`config.mk`:
```
export PLATFORM = sky130hd
export DESIGN_NAME = muldiv_seq
export DESIGN_NICKNAME = d
export VERILOG_FILES = /design/src/rtl/muldiv_seq_pkg.sv /design/src/rtl/muldiv_step.sv /design/src/rtl/muldiv_seq.sv
export SDC_FILE = /design/constraint.sdc
export NUM_CORES = 1
export LEC_CHECK = 0
export CELL_PAD_IN_SITES_DETAIL_PLACEMENT = 2
export CELL_PAD_IN_SITES_GLOBAL_PLACEMENT = 2
export CORE_MARGIN = 8
export CORE_UTILIZATION = 38
export CTS_BUF_LIST = sky130_fd_sc_hd__clkbuf_4 sky130_fd_sc_hd__clkbuf_8
export DETAILED_ROUTE_END_ITERATION = 8
export MAX_ROUTING_LAYER = met4
export PLACE_DENSITY = 0.94
export SETUP_SLACK_MARGIN = 0.5
export SLEW_MARGIN = 20
export SYNTH_ARGS = -nofsm -noshare
export SYNTH_HDL_FRONTEND = slang
export SYNTH_SLANG_ARGS = --single-unit
```
`constraint.sdc`:
```
create_clock -name clk -period 6.3 [get_ports clk]
set_clock_uncertainty 0.2 [all_clocks]
set_input_delay 0.63 -clock clk [delete_from_list [all_inputs] [get_ports clk]]
set_output_delay 0.63 -clock clk [all_outputs]
set_load 0.1 [all_outputs]
```
`src/rtl/muldiv_seq_pkg.sv`:
```
// Shared definitions for the iterative multiply/divide unit: FSM encodings,
// default operand width and the divide-by-zero quotient constant.
package muldiv_defs;

   localparam int XLEN_DEF = 32;

   typedef enum logic [1:0] {
      ST_IDLE = 2'd0,
      ST_CALC = 2'd1,
      ST_FIX  = 2'd2
   } state_t;

   localparam logic [XLEN_DEF-1:0] DIV0_Q = '1;

endpackage

```
`src/rtl/muldiv_step.sv`:
```
// One radix-2 iteration: shift-add for multiply, restoring shift-subtract
// for divide. Purely combinational.
module muldiv_step
   import muldiv_defs::*;
#(
   parameter int XLEN = XLEN_DEF
) (
   input  logic            i_is_div,
   input  logic [XLEN-1:0] i_acc,
   input  logic [XLEN-1:0] i_sr,
   input  logic [XLEN-1:0] i_opnd,
   output logic [XLEN-1:0] o_acc,
   output logic [XLEN-1:0] o_sr
);

   logic [XLEN:0]   w_sum;
   logic [XLEN:0]   w_shl;
   logic [XLEN-1:0] w_diff;
   logic            w_ge;

   always_comb begin
      w_sum  = {1'b0, i_acc} + (i_sr[0] ? {1'b0, i_opnd} : '0);
      w_shl  = {i_acc, i_sr[XLEN-1]};
      w_ge   = (w_shl >= {1'b0, i_opnd});
      // When w_ge holds the true difference is below 2^XLEN, so XLEN bits suffice.
      w_diff = w_shl[XLEN-1:0] - i_opnd;
      if (i_is_div) begin
         o_acc = w_ge ? w_diff : w_shl[XLEN-1:0];
         o_sr  = {i_sr[XLEN-2:0], w_ge};
      end else begin
         o_acc = w_sum[XLEN:1];
         o_sr  = {w_sum[0], i_sr[XLEN-1:1]};
      end
   end

endmodule

```
`src/rtl/muldiv_seq.sv`:
```
// Iterative MIPS32 multiply/divide unit owning HI/LO, with busy/done handshake.
// Optional MULDIV_EARLY_OUT_EN: multiply exits CALC once remaining multiplier bits are zero.
module muldiv_seq
   import muldiv_defs::*;
#(
   parameter int XLEN = XLEN_DEF
) (
   input  logic            clk,
   input  logic            rst,
   input  logic            start,
   input  logic            mul0_div1_sel,
   input  logic            signed_op,
   input  logic [XLEN-1:0] op_a,
   input  logic [XLEN-1:0] op_b,
   input  logic            cancel,
   input  logic            we_hi,
   input  logic            we_lo,
   input  logic [XLEN-1:0] wd_hilo,
   output logic            busy,
   output logic            done,
   output logic            div_zero,
   output logic [XLEN-1:0] hi,
   output logic [XLEN-1:0] lo
);

   localparam int CW = $clog2(XLEN) + 1;
   localparam logic [XLEN-1:0] L_DIV0_Q = XLEN'(DIV0_Q);

   function automatic logic [XLEN-1:0] neg_w(input logic n, input logic [XLEN-1:0] v);
      return n ? (~v + 1'b1) : v;
   endfunction

   function automatic logic [2*XLEN-1:0] neg_2w(input logic n, input logic [2*XLEN-1:0] v);
      return n ? (~v + 1'b1) : v;
   endfunction

   state_t          r_state, w_state_nxt;
   logic [CW-1:0]   r_cnt;
   logic            r_done, r_div_zero;
   logic [XLEN-1:0] r_hi, r_lo;

   logic [XLEN-1:0] r_acc, r_sr, r_opnd;
   logic            r_is_div, r_neg_res, r_neg_rem;

   logic            w_accept, w_commit, w_early;
   logic            w_a_neg, w_b_neg;
   logic [XLEN-1:0] w_abs_a, w_abs_b;
   logic [XLEN-1:0] w_acc_nxt, w_sr_nxt;
   logic [2*XLEN-1:0] w_prod_al, w_prod;
   logic [XLEN-1:0] w_res_hi, w_res_lo;

   assign w_a_neg = signed_op & op_a[XLEN-1];
   assign w_b_neg = signed_op & op_b[XLEN-1];
   assign w_abs_a = neg_w(w_a_neg, op_a);
   assign w_abs_b = neg_w(w_b_neg, op_b);

   muldiv_step #(.XLEN(XLEN)) u_step (
      .i_is_div (r_is_div),
      .i_acc    (r_acc),
      .i_sr     (r_sr),
      .i_opnd   (r_opnd),
      .o_acc    (w_acc_nxt),
      .o_sr     (w_sr_nxt)
   );

`ifdef MULDIV_EARLY_OUT_EN
   // After step r_cnt, the low XLEN-1-r_cnt bits of the shift register are unconsumed multiplier.
   assign w_early   = !r_is_div &&
                      ((w_sr_nxt & ({XLEN{1'b1}} >> (r_cnt + CW'(1)))) == '0);
   assign w_prod_al = {r_acc, r_sr} >> (CW'(XLEN) - r_cnt);
`else
   assign w_early   = 1'b0;
   assign w_prod_al = {r_acc, r_sr};
`endif

   assign w_prod = neg_2w(r_neg_res, w_prod_al);

   always_comb begin
      w_res_hi = w_prod[2*XLEN-1:XLEN];
      w_res_lo = w_prod[XLEN-1:0];
      if (r_is_div) begin
         // Divide by zero leaves |a| as remainder; re-signing it restores raw op_a.
         w_res_hi = neg_w(r_neg_rem, r_acc);
         w_res_lo = r_div_zero ? L_DIV0_Q : neg_w(r_neg_res, r_sr);
      end
   end

   always_comb begin
      w_state_nxt = r_state;
      w_accept    = 1'b0;
      w_commit    = 1'b0;
      case (r_state)
         ST_IDLE: begin
            if (start && !cancel) begin
               w_state_nxt = ST_CALC;
               w_accept    = 1'b1;
            end
         end
         ST_CALC: begin
            if (cancel)
               w_state_nxt = ST_IDLE;
            else if ((r_cnt == CW'(XLEN-1)) || w_early)
               w_state_nxt = ST_FIX;
         end
         ST_FIX: begin
            w_state_nxt = ST_IDLE;
            w_commit    = !cancel;
         end
         default: w_state_nxt = ST_IDLE;
      endcase
   end

   always_ff @(posedge clk or negedge rst) begin
      if (!rst) begin
         r_state    <= ST_IDLE;
         r_cnt      <= '0;
         r_done     <= 1'b0;
         r_div_zero <= 1'b0;
         r_hi       <= '0;
         r_lo       <= '0;
      end else begin
         r_state <= w_state_nxt;
         r_done  <= w_commit;
         r_cnt   <= (r_state == ST_CALC) ? r_cnt + CW'(1) : '0;
         if (w_accept)
            r_div_zero <= mul0_div1_sel && (op_b == '0);
         if (r_state == ST_IDLE) begin
            if (we_hi) r_hi <= wd_hilo;
            if (we_lo) r_lo <= wd_hilo;
         end else if (w_commit) begin
            r_hi <= w_res_hi;
            r_lo <= w_res_lo;
         end
      end
   end

   always_ff @(posedge clk) begin
      if (w_accept) begin
         r_is_div  <= mul0_div1_sel;
         r_neg_res <= w_a_neg ^ w_b_neg;
         r_neg_rem <= w_a_neg;
         r_acc     <= '0;
         r_sr      <= mul0_div1_sel ? w_abs_a : w_abs_b;
         r_opnd    <= mul0_div1_sel ? w_abs_b : w_abs_a;
      end else if (r_state == ST_CALC) begin
         r_acc <= w_acc_nxt;
         r_sr  <= w_sr_nxt;
      end
   end

   assign busy     = (r_state != ST_IDLE);
   assign done     = r_done;
   assign div_zero = r_div_zero;
   assign hi       = r_hi;
   assign lo       = r_lo;

endmodule
```
== Word-level counts from Yosys, hierarchy flattened ==
Cells that the tools add are included.

* Register bits: 173
* Bits of input ports: 104
* Output and inout port bits: 67
* Word-level logic and storage cells: 77

* Add/sub/neg operators: 8
* $lt $le $gt $ge: 1
* Equal/unequal tests: 7
* Mux-type cells: 30
* Bitwise gates (word level): 8
* Reduce and logical (&&, ||, !) cells: 11

{| class="wikitable"
|+ Operators by type and width
! cell !! count
|-
| 32-bit 2-to-1 mux || 21
|-
| 32-bit by 1-bit adder with 32-bit output, second input constant || 4
|-
| 32-bit inverter || 4
|-
| 64-bit by 1-bit adder with 64-bit output, second input constant || 1
|-
| 64-bit 2-to-1 mux || 1
|-
| 64-bit inverter || 1
|-
| 32-bit by 33-bit adder with 33-bit output || 1
|-
| 33-bit by 32-bit greater-or-equal comparator with 1-bit output || 1
|-
| 32-bit logical NOT || 1
|-
| 32-bit subtractor || 1
|-
| 6-bit by 1-bit adder with 6-bit output, second input constant || 1
|-
| 6-bit by 5-bit equality test with 1-bit output, second input constant || 1
|-
| 2-bit 2-to-1 mux || 3
|-
| 6-bit 2-to-1 mux || 1
|-
| 2-bit != test, second input constant || 3
|-
| 2-bit AND reduction || 3
|-
| 2-bit nonzero test || 3
|-
| 2-bit case mux with 2 select lines || 1
|-
| 1-bit 2-to-1 mux || 3
|-
| 3-bit != test, second input constant || 1
|-
| 1-bit AND || 2
|-
| 2-bit by 1-bit equality test with 1-bit output, second input constant || 1
|-
| 2-bit equality test, second input constant || 1
|-
| 1-bit logical AND || 2
|-
| other kinds (3) || 3
|}

== Depth between registers and ports, before layout ==
Gate-level depths: netlist of the first run.

* Depth after elaboration: 7
* Gate-level depth with buffers: 14
* Depth with buffers taken out: 13

== Cells and area by module ==
Synthesis of the first run repeated with hierarchy kept, for this count alone.

* Cell total of the unflattened synthesis: 1,881
* Area total of the unflattened synthesis: 15,123.3 µm²

{| class="wikitable"
|+ By module, submodules not included
! module !! times used !! cells each !! area an instance (µm²) !! seq. area each (µm²)
|-
| muldiv_seq || 1 || 1,176 || 10,256.1 || 4,504.3
|-
| muldiv_step || 1 || 705 || 4,867.2 || 0.0
|}

== Worst setup path after synthesis of the first run ==
Ideal clock, no wire load.

* Path kind: in2reg
* From: input op_b[5]
* To: register r_sr[25], data pin
* Setup time: 0.268 ns
* Arrival time: 3.056 ns
* Data required time: 5.832 ns
* Setup slack: 2.777 ns
* Cell stages on the path: 9
* Buffers on the path: 0
* Cell sequence: or4_1 > or4_1 > or4_1 > or2_2 > o21ai_1 > xor2_1 > nand2_1 > nand3_1 > o21ai_0

* Longest elaborated chain between the ends: 5

{| class="wikitable"
|+ RTL lines
! what !! RTL line !! source
|-
| start: declaration || muldiv_seq.sv:14 || <nowiki>input logic [XLEN-1:0] op_b,</nowiki>
|-
| 32-bit inverter || muldiv_seq.sv:30 || <nowiki>return n ? (~v + 1'b1) : v;</nowiki>
|-
| 32-bit by 1-bit adder with 32-bit output || muldiv_seq.sv:30 ||
|-
| 32-bit 2-to-1 mux || muldiv_seq.sv:30 ||
|-
| 32-bit 2-to-1 mux || muldiv_seq.sv:143 || <nowiki>r_sr <= mul0_div1_sel ? w_abs_a : w_abs_b;</nowiki>
|-
| 32-bit 2-to-1 mux || muldiv_seq.sv:138 || <nowiki>if (w_accept) begin</nowiki>
|-
| end signal: assignment || muldiv_seq.sv:143 ||
|-
| end signal: assignment || muldiv_seq.sv:147 || <nowiki>r_sr <= w_sr_nxt;</nowiki>
|-
| end: declaration || muldiv_seq.sv:42 || <nowiki>logic [XLEN-1:0] r_acc, r_sr, r_opnd;</nowiki>
|}

No other way between the ends.
A chain may end at the register's enable or synchronous reset.

== Final worst setup path of the first run ==
* From: register r_sr[0]
* To: register r_acc[24]

* Longest elaborated chain between the ends: 3

{| class="wikitable"
|+ RTL lines
! what !! RTL line !! source
|-
| 32-bit 2-to-1 mux || muldiv_step.sv:22 || <nowiki>w_sum = {1'b0, i_acc} + (i_sr[0] ? {1'b0, i_opnd} : '0);</nowiki>
|-
| 32-bit by 33-bit adder with 33-bit output || muldiv_step.sv:22 ||
|-
| 32-bit 2-to-1 mux || muldiv_step.sv:27 || <nowiki>if (i_is_div) begin</nowiki>
|-
| end signal: assignment || muldiv_seq.sv:146 || <nowiki>r_acc <= w_acc_nxt;</nowiki>
|-
| end: declaration || muldiv_seq.sv:42 ||
|}

No other way between the ends.

==> summary.txt, run 1 <==
CTS
  • Post-CTS sizing: 0
  • CTS Buffer Depth: 2
  • CTS Hold Bufs: 0
  • TritonCTS clock tree: built
  • Clock transition at the registers of the reported paths: 0.11 ns
  • Num CTS Buffers: 17
  • Htree depth: 4
  • Clock sink count: between 150 and 200
  • CTS root buf: clkbuf_8
  • Setup Fix Bufs, Post-CTS: 0
  • Clk_lat worst skew: around 0.54 ns

Final layout
  • Register Area: ~4500 sq um
  • FILL cells: approximately 4200
  • Share of cells above drive strength 1: 4.79%
  • Footprint of the multi-input gates: 9410 sq um
  • Post-layout utilization of the core: between 40 and 50%
  • # nets final: 2081
  • Final Instance Count excl. Fillers: approximately 2400
  • Most frequent cells in the layout: clkdlybuf4s50_1 (168), nand2_1 (165), o21ai_0 (164)
  • Most common cell after layout, fill and taps aside: clkdlybuf4s50_1
  • Syn-to-layout area delta: 18.0%

Floorplanning
  • Ports: about 170
  • # rows: 71
  • Initial core utilization: between 30% and 40%
  • Placeable Area: approximately 38000 sq um
  • Die footprint: 44800 sq um
  • Die Y: 212 microns
  • Die X: 212 microns

Synthesis
  • Largest cells by area after synthesis: edfxtp_1 (14%), dfrtp_1 (13%), xnor2_1 (6.9%)
  • Register bit count reported by yosys: 173
  • FFs w/ async S/R, synth: a little over two fifths
  • Most used DFF post-synth: dfrtp_1
  • Sequential share of the synthesized area: between 30 and 40%
  • Simple-Gate Fraction of Synth Area: between 10% and 20%
  • Syn Inst Count: around 1800
  • Mapped Area: 14500 sq um
  • Largest family of logic cells by synthesized area: compound AO/OA/AOI/OAI gates
  • Leading area contributor after synthesis: edfxtp_1
  • Mux contribution to synthesized area: 6.34%
  • Mapped Nets: ~2000
  • Xor/xnor cell area share of the yosys netlist: 10.3%
  • Compound-Gate Fraction of Synth Area: 24.0%
  • Mean post-synth cell area: between 8 and 9 sq um
  • Synth cell types: between 70 and 80
  • Number of enable flip-flop cells after synthesis: 67
  • Post-synthesis adder-cell area fraction: 6.21%
  • Yosys Warn Count: 0
  • Yosys top cell area share: about 14%

Timing
  • RSZ-0062 raised after global routing: no
  • Fin crit period: approximately 4.8 ns
  • Worst-margin pin slew: around 1.2 ns
  • Peak Freq: between 200 and 250 MHz
  • Max_slew headroom: 21.2%
  • Max Slew Vio Count: 0
  • Tcrit/Tclk final: approximately 75%
  • Hold Fails Final Rpt: 0
  • Setup_tns: 0 ns
  • Setup violators final: 0

Pwr
  • Peak supply drop: 0.199 mV
  • Internal: 3250 uW
  • Seq pwr share: between 20% and 30%
  • Pleak: roughly 0.007 uW
  • PwrDens: 415 nW/um^2
  • Switching Fraction: 54.3%
  • Clock Power Share: a little over an eighth
  • Combinational power share: between 50 and 60%
  • Net Sw Power: ~3900 uW

GRT
  • Number of global-route vias before repair: between 15000 and 20000
  • Initial antenna violation count: 3
  • Tot GR Track Use: approximately 34%
  • Total grt overflow: 0
  • Largest net degree at the start of global routing: 75
  • First-pass GRT wire length: 113000 microns

Setup path
  • Setup crit start kind: flop
  • Slowest CP cell: o22ai_1
  • Worst Setup Path Type: reg2reg
  • CP max FO: 21
  • Critical Path RT: roughly 6.5 ns
  • FF-to-FF setup slack: around 1.5 ns
  • Reg-to-Reg End: r_acc[24]$_SDFFE_PP0P_
  • CP delay by family, top: compound AO/OA/AOI/OAI gates
  • CP Cell Sequence: inv_1 -> buf_4 -> nor2_1 -> ha_1 -> a22o_1 -> or4_1 -> o22ai_1 -> o311ai_0 -> o211ai_1 -> o21ai_0 -> xnor2_1 -> a211oi_1
  • Worst Reg-to-Reg Cells: 12
  • Critical path endpoint category: flop
  • RR Startpoint: r_sr[0]$_DFFE_PP_
  • CP bufs+invs: 2
  • Max incr delay on CP: between 0.5 and 0.6 ns
  • Crit path arrival time: between 4 and 5 ns

Drt
  • DR DRC count: 0
  • WL final: 75800 microns
  • Antenna Nets Post-Route: 0
  • Drt via density: ~6.6
  • Via count: 15945
  • Drt wl/cell: between 30 and 40 microns
  • Iter 0 DRT Violations: ~1400
  • First-pass iteration count of the detailed router: 5

Placement
  • Cells after DPL: about 2400
  • RePlAce Congestion: about 0.94
  • Detailed placer's ending HPWL: 55100 microns
  • Number of port buffers: between 150 and 200

Job
  • Max_cap viols: 0

Worst hold path
  • HP Class: in2async

Status
  • Outcome: finished clean
[per-stage QoR]
step                setup WS, ns  hold WS, ns  cell area (sq um)  total power (uW)
global route                1.42        0.101              17200              7370
CTS                         1.68       0.0717              17100              6990
finish                      1.55       0.0320              17200              7120
detailed placement          1.66        0.279              16700              5920
global placement            1.93        0.248              16700              5670
floorplan                   2.78        0.134              14500              4530
[how the worst max path moves through the flow]
| stage | startpoint | to | slack (ns) | cells past startpoint |
|---|---|---|---|---|
| 6_report | r_sr[0]$_DFFE_PP_ | r_acc[24]$_SDFFE_PP0P_ | 1.55 | 12 |
| 5_1_grt | r_sr[0]$_DFFE_PP_ | r_acc[24]$_SDFFE_PP0P_ | 1.42 | 12 |
| 4_1_cts | r_sr[0]$_DFFE_PP_ | r_acc[24]$_SDFFE_PP0P_ | 1.68 | 12 |
| 3_5_place_dp | op_b[4] | r_sr[30]$_DFFE_PP_ | 1.66 | 10 |
| 3_3_place_gp | r_sr[0]$_DFFE_PP_ | r_acc[30]$_SDFFE_PP0P_ | 1.93 | 12 |
| 2_1_floorplan | op_b[5] | r_sr[25]$_DFFE_PP_ | 2.78 | 9 |
[power groups by stage]
stage	registers, uW	logic [uW]	clock network, uW
final	1910	4230	971
after floorplan	2340	2190	0
after global placement	1860	3810	0
after CTS	1880	4140	965
after detailed placement	1890	4030	0
after global routing	1920	4450	996
[cells by family (layout without fill, tap and decap cells)]
family / Yosys count / in the layout
other: 0 / 3
buffers and inverters: 162 / 300
adders and majority gates: 71 / 71
DFF: 173 / 173
xor gates and xnor gates: 171 / 171
and+or+nand+nor: 545 / 545
muxes: 92 / 92
AOI/OAI and AO/OA: 567 / 567
[layout make-up]
| type | instances | area share, % |
|---|---|---|
| multi-input combinational | 1446 | 54.8 |
| sequential | 173 | 26.2 |
| timing repair buffer | 195 | 10.9 |
| tap | 511 | 3.72 |
| clock buffer | 20 | 1.60 |
| inverter | 73 | 1.60 |
| clock inverter | 12 | 0.999 |
| antenna | 3 | 0.0437 |
[layer usage]
| layer | track usage [%] | vias up | wire length [microns] |
|---|---|---|---|
| met5 | - | - | 0 |
| met4 | 19.5 | 0 | 4590 |
| met3 | 5.10 | 247 | 4540 |
| met2 | 55.9 | 792 | 36600 |
| met1 | 39.5 | 8129 | 30100 |
| li1 | - | 6777 | - |
[flip-flops by register name, indices dropped and copies added (netlist names)]
signal and flops:
div_zero 1, r_acc 32, r_neg_rem 1, r_opnd 32, r_neg_res 1, done 1, r_cnt 6, r_is_div 1
r_state 2, hi 32, r_sr 32, lo 32
[Yosys cell counts (10+ instances only)]
library cell and instances:
nand2b_1 10, o211ai_1 14, nor2_1 152, dfrtp_1 74, xnor2_1 114, mux2i_1 91
o21ai_0 165, nand2_1 165, nor3_1 35, o31ai_1 19, a211oi_1 22, nand3_1 56
and2_1 10, o21a_1 10, nor4_1 16, nor2b_1 13, edfxtp_1 67, o41ai_1 11
or4_1 17, ha_1 69, a21oi_1 156, a21o_1 34, buf_1 11, o22ai_1 43
dfxtp_1 32, xor2_1 57, and3_1 16, clkbuf_1 71, or3_1 18, inv_1 70
a31oi_1 25
No activity file was read; power rests on OpenSTA's default activity.
==> run 2, diff against run 1 <==
--- a/config.mk
+++ b/config.mk
@@ -8,11 +8,11 @@
 export CELL_PAD_IN_SITES_DETAIL_PLACEMENT = 2
 export CELL_PAD_IN_SITES_GLOBAL_PLACEMENT = 2
 export CORE_MARGIN = 8
-export CORE_UTILIZATION = 38
+export CORE_UTILIZATION = 35
 export CTS_BUF_LIST = sky130_fd_sc_hd__clkbuf_4 sky130_fd_sc_hd__clkbuf_8
 export DETAILED_ROUTE_END_ITERATION = 8
 export MAX_ROUTING_LAYER = met4
-export PLACE_DENSITY = 0.94
+export PLACE_DENSITY = 0.88
 export SETUP_SLACK_MARGIN = 0.5
 export SLEW_MARGIN = 20
 export SYNTH_ARGS = -nofsm -noshare
==> constraint.sdc (replaced) <==
create_clock -name clk -period 4.7 [get_ports clk]
set_clock_uncertainty 0.2 [all_clocks]
set_input_delay 0.47 -clock clk [delete_from_list [all_inputs] [get_ports clk]]
set_output_delay 0.47 -clock clk [all_outputs]
set_load 0.1 [all_outputs]
==> run 2 against run 1 <==
Hold slack gained 0.24 ns. Power grew 30%. Final area grew 1.4%. Wire length shrank 9.9%. Non-clock buffer count grew 34. Flip-flop and latch count is the same. Critical path depth is the same. Register-to-register slack lost 0.87 ns. Maximum frequency grew 18%. First-iteration DRC count shrank 30%. Utilization shrank 3.1 points.
==> summary.txt, run 2 (same netlist as run 1, synthesis figures left out) <==
Status
  • Outcome: finished clean (unchanged)

Setup path
  • Worst Setup Path Type: reg2reg (unchanged)
  • CP max FO: 12 (was 21)
  • Setup crit start kind: flop (unchanged)
  • Critical Path RT: 4.91 ns (was 6.54 ns)
  • Crit path arrival time: 4.23 ns (was 4.99 ns)
  • Critical path endpoint category: flop (unchanged)

Final layout
  • Share of cells above drive strength 1: 6.71% (was 4.79%)
  • Most frequent cells in the layout: clkdlybuf4s50_1 (167), nand2_1 (164), o21ai_0 (164) (was clkdlybuf4s50_1 (168), nand2_1 (165), o21ai_0 (164))
  • Post-layout utilization of the core: 42.5% (was 45.6%)
  • Most common cell after layout, fill and taps aside: clkdlybuf4s50_1 (unchanged)
  • Final Instance Count excl. Fillers: 2487 (was 2433)
  • # nets final: 2115 (was 2081)
  • Syn-to-layout area delta: 19.6% (was 18.0%)
  • FILL cells: 4621 (was 4221)

CTS
  • Setup Fix Bufs, Post-CTS: 0 (unchanged)
  • Htree depth: 4 (unchanged)
  • CTS Buffer Depth: 2 (unchanged)
  • Clock transition at the registers of the reported paths: 0.10 ns (was 0.11 ns)
  • CTS root buf: clkbuf_8 (unchanged)
  • Num CTS Buffers: 17 (unchanged)
  • TritonCTS clock tree: built (unchanged)
  • Clk_lat worst skew: 0.52 ns (was 0.54 ns)
  • Clock sink count: 173 (unchanged)

Drt
  • Drt via density: 6.15 (was 6.55)
  • Drt wl/cell: 27.5 microns (was 31.2 microns)
  • Iter 0 DRT Violations: 998 (was 1430)
  • DR DRC count: 0 (unchanged)
  • Antenna Nets Post-Route: 0 (unchanged)
  • First-pass iteration count of the detailed router: 5 (unchanged)
  • Via count: 15290 (was 15945)
  • WL final: 68300 microns (was 75800 microns)

Pwr
  • Tot Pwr: 9230 uW (was 7120 uW)
  • PwrDens: 530 nW/um^2 (was 415 nW/um^2)
  • Pleak: 0.00709 uW (was 0.00696 uW)
  • Peak supply drop: 0.217 mV (was 0.199 mV)

Timing
  • Peak Freq: 249 MHz (was 210 MHz)
  • Fin crit period: 4.02 ns (was 4.75 ns)
  • RSZ-0062 raised after global routing: yes (was no)
  • Max_slew headroom: 29.0% (was 21.2%)
  • Hold Fails Final Rpt: 0 (unchanged)
  • Setup_tns: 0 ns (unchanged)
  • Setup violators final: 0 (unchanged)
  • Max Slew Vio Count: 0 (unchanged)
  • Post-route worst setup slack: 0.677 ns (was 1.55 ns)
  • Worst-margin pin slew: 1.06 ns (was 1.17 ns)
  • Tcrit/Tclk final: 85.6% (was 75.4%)

Placement
  • Detailed placer's ending HPWL: 52900 microns (was 55100 microns)
  • Number of port buffers: 170 (unchanged)
  • RePlAce Congestion: 0.920 (was 0.937)
  • Cells after DPL: 2452 (was 2397)
  • Pre-CTS worst setup slack: 0.451 ns (was 1.66 ns)

Worst hold path
  • HP Class: reg2reg (was in2async)

Job
  • Max_cap viols: 0 (unchanged)

GRT
  • Initial antenna violation count: 3 (unchanged)
  • Number of global-route vias before repair: 16555 (was 17339)
  • Largest net degree at the start of global routing: 75 (unchanged)
  • First-pass GRT wire length: 103000 microns (was 113000 microns)
  • Total grt overflow: 0 (unchanged)
  • Tot GR Track Use: 28.4% (was 34.1%)

Floorplanning
  • Die Y: 220 microns (was 212 microns)
  • Initial core utilization: 35.5% (was 38.6%)
  • # rows: 74 (was 71)
  • Ports: 171 (unchanged)
  • Placeable Area: 40900 sq um (was 37700 sq um)
  • Die X: 220 microns (was 212 microns)
  • Die footprint: 48300 sq um (was 44800 sq um)
run 2: cell types whose count changed in the layout (fill, tap and decap cells not counted), sizes merged, moves of 2 or more:
cell and delta:
clkbuf -3, buf +34, bufinv -3, clkinvlp +2, inv +3
run 2: per-stage QoR:
step	hold WS [ns]	area [sq um]
2_1_floorplan	-0.0256	14500
6_report	0.269	17400
5_1_grt	0.291	17400
3_3_place_gp	0.254	17000
3_5_place_dp	0.259	17000
4_1_cts	0.273	17400
run 2: critical path, stage by stage, from the launching register on:
cell and delay, ns:
edfxtp_1 0.46, inv_1 0.16, ha_1 0.33, a21o_1 0.23
a21oi_1 0.23, o221ai_1 0.19, o21bai_1 0.42, nand4_1 0.27
and3_1 0.48, nor2_1 0.25, buf_4 0.27, o211ai_1 0.13
a32o_1 0.29
run 2: worst paths after layout:
| kind | to | start | cells after the start | slack, ns |
|---|---|---|---|---|
| worst max-delay path | r_acc[13]$_SDFFE_PP0P_ | r_opnd[6]$_DFFE_PP_ | 12 | 0.68 |
| worst min-delay path | r_cnt[0]$_DFF_PN0_ | r_cnt[0]$_DFF_PN0_ | 1 | 0.27 |
| worst max register to register | r_acc[13]$_SDFFE_PP0P_ | r_opnd[6]$_DFFE_PP_ | 12 | 0.68 |
| worst min register to register | r_cnt[0]$_DFF_PN0_ | r_cnt[0]$_DFF_PN0_ | 1 | 0.27 |
| max in group asynchronous | lo[22]$_DFFE_PN0P_ | rst | 2 | 3.17 |
| min in group asynchronous | lo[6]$_DFFE_PN0P_ | rst | 2 | 0.46 |
run 2: what timing repair did:
item	CTS	global route
hold endpoints to repair	74	0
endpoints found under the setup margin	0	6
hold buffers	1	0
resized for setup	0	5
run 2: area by class of cell:
cell class,count,area (sq um),share of cell area [%]
inverters,73,274,1.57
diodes,2,5.00,0.0288
clock buffers,17,234,1.34
repair buffers,229,2140,12.3
clock inverters,15,145,0.834
multi-input cells,1446,9440,54.2
flip-flops and latches,173,4500,25.9
well taps,532,666,3.83
run 2: layer usage:
layer  part of all wire [%]  up-vias  global-route usage [%]
li1                       -     6823                       -
met1                     43     7915                    35.3
met2                     49      439                    46.7
met3                    4.5      113                    3.55
met4                    3.5        0                    11.2
met5                      0        -                       -
run 2: power breakdown:
| part | switching (uW) | internal, uW |
|---|---|---|
| Sequential | 369 | 1920 |
| Clock | 722 | 394 |
| Combinational | 3850 | 1980 |
==> RTL edit 1, RTL diff (flow settings as in run 2) <==
Add an input register stage for `op_b`, without a reset; this delays it by one clock. The other inputs are not delayed to match.
--- a/src/rtl/muldiv_seq.sv
+++ b/src/rtl/muldiv_seq.sv
@@ -27,4 +27,10 @@
    localparam logic [XLEN-1:0] L_DIV0_Q = XLEN'(DIV0_Q);
 
+   logic [XLEN-1:0] op_b_q;
+
+   always_ff @(posedge clk) begin
+      op_b_q <= op_b;
+   end
+
    function automatic logic [XLEN-1:0] neg_w(input logic n, input logic [XLEN-1:0] v);
       return n ? (~v + 1'b1) : v;
@@ -51,7 +57,7 @@
 
    assign w_a_neg = signed_op & op_a[XLEN-1];
-   assign w_b_neg = signed_op & op_b[XLEN-1];
+   assign w_b_neg = signed_op & op_b_q[XLEN-1];
    assign w_abs_a = neg_w(w_a_neg, op_a);
-   assign w_abs_b = neg_w(w_b_neg, op_b);
+   assign w_abs_b = neg_w(w_b_neg, op_b_q);
 
    muldiv_step #(.XLEN(XLEN)) u_step (
@@ -124,5 +130,5 @@
          r_cnt   <= (r_state == ST_CALC) ? r_cnt + CW'(1) : '0;
          if (w_accept)
-            r_div_zero <= mul0_div1_sel && (op_b == '0);
+            r_div_zero <= mul0_div1_sel && (op_b_q == '0);
          if (r_state == ST_IDLE) begin
             if (we_hi) r_hi <= wd_hilo;
Function: changed (Yosys sat finds a counterexample within 4 cycles, from zero or initial values and one cycle with rst low).
==> RTL edit 1 against run 2 <==
Final area up 6.7%; wire length grew 6.6%; power rose by 17%; via count rose by 3.3%; synthesized cell count grew 2.1%; combinational power is 2% higher; fmax shrank 1.6%; synthesized area is 4.6% higher; sequential share of layout area is 1.8 points higher; sequential cell count increased by 32; setup slack lost 0.067 ns; largest cell class unchanged; largest power group unchanged; highest routed layer unchanged.
==> RTL edit 1: results (changes against run 2) <==
Placement
  • Pre-CTS setup slack: 0.224 ns (was 0.451 ns)
  • Detailed Place HPWL: 53.4 mm (was 52.9 mm)
  • Placed Cells: 2516 (was 2452)

Clocking
  • Clock Latency Late Sink: 0.62 ns (was 0.52 ns)
  • Post-CTS sizing: 3 (was 0)
  • CTS Buf Count: 41 (was 17)

Outcome
  • Outcome: finished, final reports clean (unchanged)

Yosys
  • Post-synthesis compound-gate area fraction: 22.6% (was 24.0%)
  • Ranking of synthesized cells by area: edfxtp_1, dfrtp_1, dfxtp_1 (was edfxtp_1, dfrtp_1, xnor2_1)
  • Asr flop ratio synth: 36.1% (was 42.8%)
  • XOR/XNOR share of the synthesized area: 10.2% (was 10.3%)
  • Syn Nets: 1993 (was 1956)
  • Most common library cells after synthesis: nand2_1, a21oi_1, o21ai_0 (was nand2_1, o21ai_0, a21oi_1)

Worst hold path
  • Hold EP: op_b_q[13]$_DFF_P_ (was r_cnt[0]$_DFF_PN0_)
  • Hold WC Path Type: input port to flip-flop (was flip-flop to flip-flop)
  • Worst Hold Launch: op_b[13] (was r_cnt[0]$_DFF_PN0_)

Drt
  • Metal3 WL: 3.60 mm (was 3.04 mm)
  • DR WL/cell: 28.0 µm (was 27.5 µm)
  • DR iter-0 viols: 1109 (was 998)
  • Vias/cell: 6.08 (was 6.15)
  • M1 wire length: 30.0 mm (was 29.4 mm)

Worst setup path
  • Slowest CP cell: edfxtp_1 (was and3_1)
  • Reg2reg path depth: 14 (was 12)

Power and ir drop
  • Sw Pwr: 0.00536 W (was 0.00494 W)
  • Leakage: 7.54 nW (was 7.09 nW)

Final layout
  • Syn-to-layout area delta: 22.0% (was 19.6%)

Global route
  • Antenna violations before repair: 1 (was 3)
  • Met3 Track Usage GR: 3.75% (was 3.55%)
  • Met1 Usage GRT: 34.0% (was 35.3%)

STA
  • Fmax: 244 MHz (was 249 MHz)
[RTL edit 1: cell count changes after synthesis, sizes merged, moves of 7 or more]
cell,run 2,this run
nand3,56,31
nor2,152,160
dfxtp,32,64
a21oi,156,174
o2bb2ai,0,7
a211oi,22,9
or4,21,12
nand2,165,179
a31oi,25,12
nand4,8,15
[RTL edit 1: logic make-up (layout without fill, tap and decap cells)]
group / Yosys count / after routing
buf+inv: 166 / 361
compound gates: 563 / 563
flops: 205 / 205
simple gates: 538 / 538
other cells: 0 / 1
mux: 98 / 98
xor+xnor: 177 / 177
fa+ha+maj: 71 / 71
[RTL edit 1: final cells by class]
class / count / area share (%)
inverter: 73 / 1.50
tap: 585 / 3.94
timing repair buffer: 213 / 11.0
sequential: 205 / 27.7
antenna: 1 / 0.0135
multi-input combinational: 1447 / 50.9
clock buffer: 64 / 4.41
clock inverter: 11 / 0.533
==> RTL edit 2, RTL diff (settings of run 2) <==
Made on the original files. Build with the macro `MULDIV_EARLY_OUT_EN` defined.
--- a/src/rtl/muldiv_seq.sv
+++ b/src/rtl/muldiv_seq.sv
@@ -1,4 +1,6 @@
 // Iterative MIPS32 multiply/divide unit owning HI/LO, with busy/done handshake.
 // Optional MULDIV_EARLY_OUT_EN: multiply exits CALC once remaining multiplier bits are zero.
+`define MULDIV_EARLY_OUT_EN
+
 module muldiv_seq
    import muldiv_defs::*;
Behaviour: not the same (Yosys sat finds a counterexample within 4 cycles, from zero or initial values and one cycle with rst low).
==> RTL edit 2 against run 2 <==
Setup slack worse by 1.4 ns; final area increased by 82%; clock power increased by 14%; fmax fell by 26%; via count grew 92%; critical endpoint is now hi[15]$_DFFE_PN0P_; synthesized cell count up 56%; sequential cell count stayed put; critical path type unchanged; non-clock buffer count rose by 510; count of clock-buffer cells in the layout did not move; power rose to 2.5 times the old value; wire length up 140%; the run now ends with negative setup slack left; largest cell class unchanged; synthesized area up 53%.
==> RTL edit 2: results (changes against run 2) <==
Outcome
  • Outcome: finished with violations (was finished, final reports clean)
  • Failing checks: negative setup slack

Drt
  • DR vias: 29400 (was 15300)
  • DR WL/cell: 39.9 µm (was 27.5 µm)
  • DR iter-0 viols: 3346 (was 998)
  • Drt first pass iters: 6 (was 5)

Placement
  • Post-place instance area: 27500 µm² (was 17000 µm²)
  • Placer's final routability congestion estimate: 1.04 (was 0.920)
  • Placed Cells: 3959 (was 2452)
  • Pre-CTS setup slack: -0.594 ns (was 0.451 ns)
  • Detailed Place HPWL: 114 mm (was 52.9 mm)

Worst setup path
  • Worst Setup SP: r_cnt[0]$_DFF_PN0_ (was r_opnd[6]$_DFFE_PP_)
  • Slowest CP cell: dfrtp_4 (was and3_1)

Yosys
  • Post-synth cell types: 105 (was 79)
  • Sequential fraction of the synthesis area: 20.2% (was 31.0%)
  • Syn Nets: 2963 (was 1956)
  • Post-Synth Adder-Cell Area: 4.33% (was 6.21%)
  • Ranking of synthesized cells by area: edfxtp_1, dfrtp_1, mux2i_1 (was edfxtp_1, dfrtp_1, xnor2_1)

Global route
  • First-pass GRT wire length: 213 mm (was 103 mm)
  • Tot GR Track Use: 41.5% (was 28.4%)
  • Vias in the first global route: 29700 (was 16600)
  • Antenna violations before repair: 13 (was 3)

STA
  • Worst setup slack after layout: -0.757 ns (was 0.677 ns)
  • # setup viols final: 51 (was 0)
  • Worst-margin pin slew: 1.41 ns (was 1.06 ns)
  • Setup TNS: -14.97 ns (was 0 ns)

Clocking
  • Worst-path clk slew: 0.13 ns (was 0.10 ns)
  • Post-CTS Setup Inserts: 91 (was 0)
  • Clock Latency Late Sink: 0.62 ns (was 0.52 ns)
  • Post-CTS sizing: 156 (was 0)

Power and ir drop
  • Leakage: 12.9 nW (was 7.09 nW)
  • VDD IR max: 302 µV (was 217 µV)

Final layout
  • Final net count: 3486 (was 2115)
  • Share of cells above drive strength 1: 30.2% (was 6.71%)
==> RTL edit 2: changes by cell type after synthesis, sizes merged, moves of 31 or more <==
cell | run 2 | this run
nand2 | 165 | 263
mux2i | 91 | 177
a21oi | 156 | 214
buf | 16 | 78
o221ai | 8 | 39
nor2 | 152 | 238
clkbuf | 72 | 158
mux4 | 0 | 71
==> RTL edit 2: worst min-delay path by stage <==
stage	from	depth (start not counted)	slack, ns	to
2_1_floorplan	rst	0	-0.03	div_zero$_DFFE_PN0P_
3_3_place_gp	lo[26]$_DFFE_PN0P_	2	0.26	lo[26]$_DFFE_PN0P_
3_5_place_dp	lo[12]$_DFFE_PN0P_	2	0.30	lo[12]$_DFFE_PN0P_
4_1_cts	wd_hilo[20]	3	0.23	lo[20]$_DFFE_PN0P_
5_1_grt	wd_hilo[3]	3	0.28	lo[3]$_DFFE_PN0P_
6_report	wd_hilo[3]	3	0.28	lo[3]$_DFFE_PN0P_
==> RTL edit 2: metal layers <==
layer  vias to the layer above  track usage [%]  part of all wire (%)
met1                     14700             45.3                    35
met4                         0             29.1                    10
met3                       931             9.98                    10
li1                      11500                -                     -
met5                         -                -                     0
met2                      2200             66.5                    45
==> RTL edit 2: final cells by class <==
type,instances,area (µm²)
diodes,15,37.5
clock buffers,17,234
clock inverters,15,180
fillers,6711,31400
inverters,85,334
multi-input cells,2290,18500
flip-flops and latches,173,4520
well taps,846,1060
repair buffers,739,6800
==> RTL edit 2: where the power goes <==
group	total, W	internal [W]	switching (W)
sequential	0.00281	0.00200	0.000810
clock	0.00128	0.000456	0.000821
combinational	0.0193	0.00735	0.0120
